$ cat src/rtl/multi.sv
// Sequential 32x32 unsigned shift-add multiplier, one multiplier bit per cycle.
// Ports: clock, reset (async active-low), mlier/mcand in, prodt/valid out, start level request.
module multi (
  input  logic        clock,
  input  logic        reset,
  input  logic [31:0] mlier,
  input  logic [31:0] mcand,
  output logic [63:0] prodt,
  input  logic        start,
  output logic        valid
);

  typedef enum logic [1:0] {
    IDLE = 2'd0,
    BUSY = 2'd1,
    DONE = 2'd2
  } state_t;

  state_t      state, state_n;
  logic [31:0] mlr, mlr_n;
  logic [63:0] mcd, mcd_n;
  logic [63:0] acc, acc_n;
  logic [5:0]  cnt, cnt_n;
  logic [63:0] prodt_n;
  logic        valid_n;
  logic [63:0] acc_add;
  logic        last;

  // Accumulator value after folding in the current multiplier bit.
  assign acc_add = acc + (mlr[0] ? mcd : 64'd0);
  assign last    = (cnt == 6'd31);

  always_ff @(posedge clock or negedge reset) begin
    if (!reset) begin
      state <= IDLE;
    end else begin
      state <= state_n;
    end
  end

  always_comb begin
    state_n = state;
    unique case (state)
      IDLE: begin
        if (start) state_n = BUSY;
      end
      BUSY: begin
        if (!start)    state_n = IDLE;
        else if (last) state_n = DONE;
      end
      DONE: begin
        if (!start) state_n = IDLE;
      end
      default: state_n = IDLE;
    endcase
  end

  always_comb begin
    mlr_n   = mlr;
    mcd_n   = mcd;
    acc_n   = acc;
    cnt_n   = cnt;
    prodt_n = prodt;
    valid_n = valid;
    unique case (state)
      IDLE: begin
        valid_n = 1'b0;
        if (start) begin
          mlr_n = mlier;
          mcd_n = {32'd0, mcand};
          acc_n = 64'd0;
          cnt_n = 6'd0;
        end
      end
      BUSY: begin
        valid_n = 1'b0;
        if (start) begin
          acc_n = acc_add;
          mlr_n = mlr >> 1;
          mcd_n = mcd << 1;
          cnt_n = cnt + 6'd1;
          // Only the finished sum reaches prodt.
          if (last) begin
            prodt_n = acc_add;
            valid_n = 1'b1;
          end
        end
      end
      DONE: begin
        valid_n = start;
      end
      default: valid_n = 1'b0;
    endcase
  end

  always_ff @(posedge clock or negedge reset) begin
    if (!reset) begin
      mlr   <= 32'd0;
      mcd   <= 64'd0;
      acc   <= 64'd0;
      cnt   <= 6'd0;
      prodt <= 64'd0;
      valid <= 1'b0;
    end else begin
      mlr   <= mlr_n;
      mcd   <= mcd_n;
      acc   <= acc_n;
      cnt   <= cnt_n;
      prodt <= prodt_n;
      valid <= valid_n;
    end
  end

endmodule

$ cat config.mk
export PLATFORM = sky130hd
export DESIGN_NAME = multi
export DESIGN_NICKNAME = d
export VERILOG_FILES = /design/src/rtl/multi.sv
export SDC_FILE = /design/constraint.sdc
export NUM_CORES = 1
export LEC_CHECK = 0
export ABC_AREA = 1
export CORE_AREA = 4 4 137 192
export CTS_CLUSTER_DIAMETER = 30
export CTS_CLUSTER_SIZE = 24
export DETAILED_ROUTE_END_ITERATION = 6
export DIE_AREA = 0 0 141 196
export GPL_TIMING_DRIVEN = 0
export PLACE_DENSITY = 0.86
export REMOVE_ABC_BUFFERS = 1
export SETUP_SLACK_MARGIN = 0.1
export SYNTH_ARGS = -nofsm -noshare
export SYNTH_HDL_FRONTEND = slang
export SYNTH_SLANG_ARGS = --single-unit
$ cat constraint.sdc
create_clock -name clock -period 3.9 [get_ports clock]
set_clock_uncertainty 0.1 [all_clocks]
set_input_delay 0.78 -clock clock [delete_from_list [all_inputs] [get_ports clock]]
set_output_delay 0.78 -clock clock [all_outputs]
set_load 0.05 [all_outputs]
==> run metrics <==
status finished, violations left; failing checks DRC; GPL Wtd Cong 0.9842; die area 27640 um2; Highest Clock Rate 277.5 MHz; Sw Share 0.4246; top cells by instance count after synthesis nand2_1, inv_1, dfrtp_1, nor2_1, nand3_1; post-synth top area cell dfrtp_1; Slew HR 0.3958; crit share post-route 0.9240; layout cells sized above 1 0.05119; clk buf depth 3; Async S/R FF share, synth 1.000; Crit Reg-Reg Endpoint mcd[31]; vias 16270; FF-to-FF path depth 11; htree depth 2; post-synthesis compound-gate area fraction 0.08738; DRT iter0 DRCs 1458; port buffer count 131; Clock Power Share 0.311; count leader, synth nand2_1; post-route ant nets 0; main combinational cell family by area after synthesis simple AND/OR/NAND/NOR gates; Finished Layout Cells 2835; Synth cell types 38; WL per Instance 19.55 um; combinational power share 0.405; gr usage total 0.3977; clk_lat worst skew 0.54 ns; synthesis-to-finish area growth 20.23%; row count 68; Min Hold Slack 0.05994 ns; crit-path cells inv_1 > ha_4 > nand2_8 > inv_8 > nor2_4 > buf_16 > buf_16 > inv_6 > buf_16 > o211ai_1 > o21ai_0; Syn Area/Cell 6.535 um2; Pint 0.006859 W; Mapped Area 15510 um2; initial antenna violation count 0; largest cells by area after synthesis dfrtp_1, nand2_1, inv_1, ha_1, nand3_1; xor/xnor share of the synthesized area 0.01638; power share of the sequential group 0.284; critical setup path kind reg2reg; vias in the first global route 16910; Worst-path clk slew 0.06 ns; grt total ovfl 0; Simple-Gate Fraction of Synth Area 0.3357; post-layout min period 3.604 ns; die span in y 196 um; class of the worst hold path in2async; DR pass1 iterations 7; worst ir drop on vdd 0.0009235 V; final hold violation count 0; Worst setup EP type register; final number of setup-violating endpoints 0; CP max-delay cell ha_4; largest net degree at the start of global routing 105; Mapped Cells 2373; Startpoint Class register; Initial Utilization 0.6329; clock sinks 233; number of synthesized flops with an enable pin 0; ys flop type dfrtp_1; Antenna Diode Count 0; worst path required time 4.26 ns; WP data arrival 3.96 ns; Detail Placement HPWL 37.78 mm; core area 24500 um2; cell mode on critical path buf_16; P_sw 0.005061 W; P_leak 10.51 nW; sequential cell area fraction in the yosys report 0.3760; worst-path fanout max 104; FF+latch count, synth 233; RSZ-0062 raised after global routing false; CTS tree done; hold_buf cts 0; final WL 55.43 mm; Worst setup startpoint state[1]; fin nets 2625; root buffer selected by CTS clkbuf_16; Die Width 141 um; Final Max Slew Viols 0; I/O pin count 132; CP max stage delay 0.43 ns; Residual DRC 1; fillers 1701; final instance area 18640 um2; Placed Instance Area 17150 um2; RR Startpoint state[1]; MaxCap Viol Count 0; mux share of post-synthesis cell area 0; CTS Buf Count 40; via/cell ratio 5.740; Worst R2R Setup Slack 0.30 ns; placed insts 2759; Pwr Density 639.4 nW/um2; first-pass GRT wire length 86.10 mm; yosys warns 0; worst slew pin tran 0.9053 ns; adder-cell share of the synthesized area 0.05535; Yosys top cell area share 0.3760
logic make-up (layout without fill, tap and decap cells):
kind of cell | after synthesis | in the layout
buffers and inverters | 522 | 669
AND/OR/NAND/NOR | 1284 | 1284
flip-flops | 233 | 233
adder cells (fa/ha/maj) | 68 | 68
XOR/XNOR | 29 | 29
AO/OA/AOI/OAI | 237 | 237
flip-flops by register name (all words and copies together) (netlist names):
name   cells
acc       64
cnt        6
mcd       64
mlr       32
prodt     64
state      2
valid      1
how the worst max path moves through the flow:
stage	to	depth (start not counted)	slack [ns]
final	mcd[31]	11	0.30
after global routing	mlr[30]	11	0.16
after global placement	mcd[51]	1	-7.60
after floorplan	mcd[14]	8	-2.63
after detailed placement	mcd[31]	11	-1.23
after CTS	mcd[31]	11	0.15
what timing repair did:
item                                    in CTS  in global routing
endpoints found under the setup margin     229                 76
hold endpoints to repair                     0                  0
gates resized for setup                      4                  2
pin swaps                                    0                  0
setup buffers                                2                  1
area by class of cell:
class / count / area [um2] / area share
well taps: 315 / 394.1 / 0.02114
multi-input cells: 1618 / 7707 / 0.4134
repair buffers: 143 / 1597 / 0.08563
clock inverters: 28 / 329.1 / 0.01765
clock buffers: 44 / 1067 / 0.05724
inverters: 454 / 1718 / 0.09214
flip-flops and latches: 233 / 5832 / 0.3128
through the flow:
step                      power (W)  worst slack [ns]    util  setup TNS, ns
after floorplan            0.006366            -2.630       -        -462.83
after global placement     0.007526            -7.598  0.6903       -2991.59
after detailed placement   0.007821            -1.234  0.6998        -116.26
after CTS                   0.01174            0.1459  0.7589              0
after global routing        0.01253            0.1588  0.7609              0
final                       0.01192            0.2964  0.7609              0
routing by layer:
layer / vias up / wire (um) / GRT usage
li1: 7518 / - / -
met1: 7457 / 18550 / 0.4086
met3: 348 / 3496 / 0.05901
met2: 949 / 28160 / 0.7140
met4: 0 / 5225 / 0.3113
met5: - / 0 / 0
cell usage in the layout (no fill, tap or decap), types with 35 or more instances in the layout:
master,Yosys,layout
a21oi_1,43,43
clkbuf_16,0,41
clkdlybuf4s50_1,0,130
dfrtp_1,233,232
ha_1,67,66
inv_1,447,447
nand2_1,960,959
nand3_1,124,124
nor2_1,134,134
o21ai_0,61,61
o21ai_1,35,35
critical path: cells and delay by family (launching register included):
kind | cells | cell delay [ns]
AND/OR/NAND/NOR | 2 | 0.52
adder cells (fa/ha/maj) | 1 | 0.43
AO/OA/AOI/OAI | 2 | 0.33
buffers and inverters | 6 | 1.61
flip-flops | 1 | 0.41
power groups by stage:
stage | Sequential, W | Clock (W) | Combinational [W]
after floorplan | 0.00329 | 0 | 0.00307
after global placement | 0.00340 | 0 | 0.00413
after detailed placement | 0.00338 | 0 | 0.00444
after CTS | 0.00337 | 0.00369 | 0.00468
after global routing | 0.00344 | 0.00381 | 0.00528
final | 0.00339 | 0.00371 | 0.00482
(Power assumes the default switching activity.)
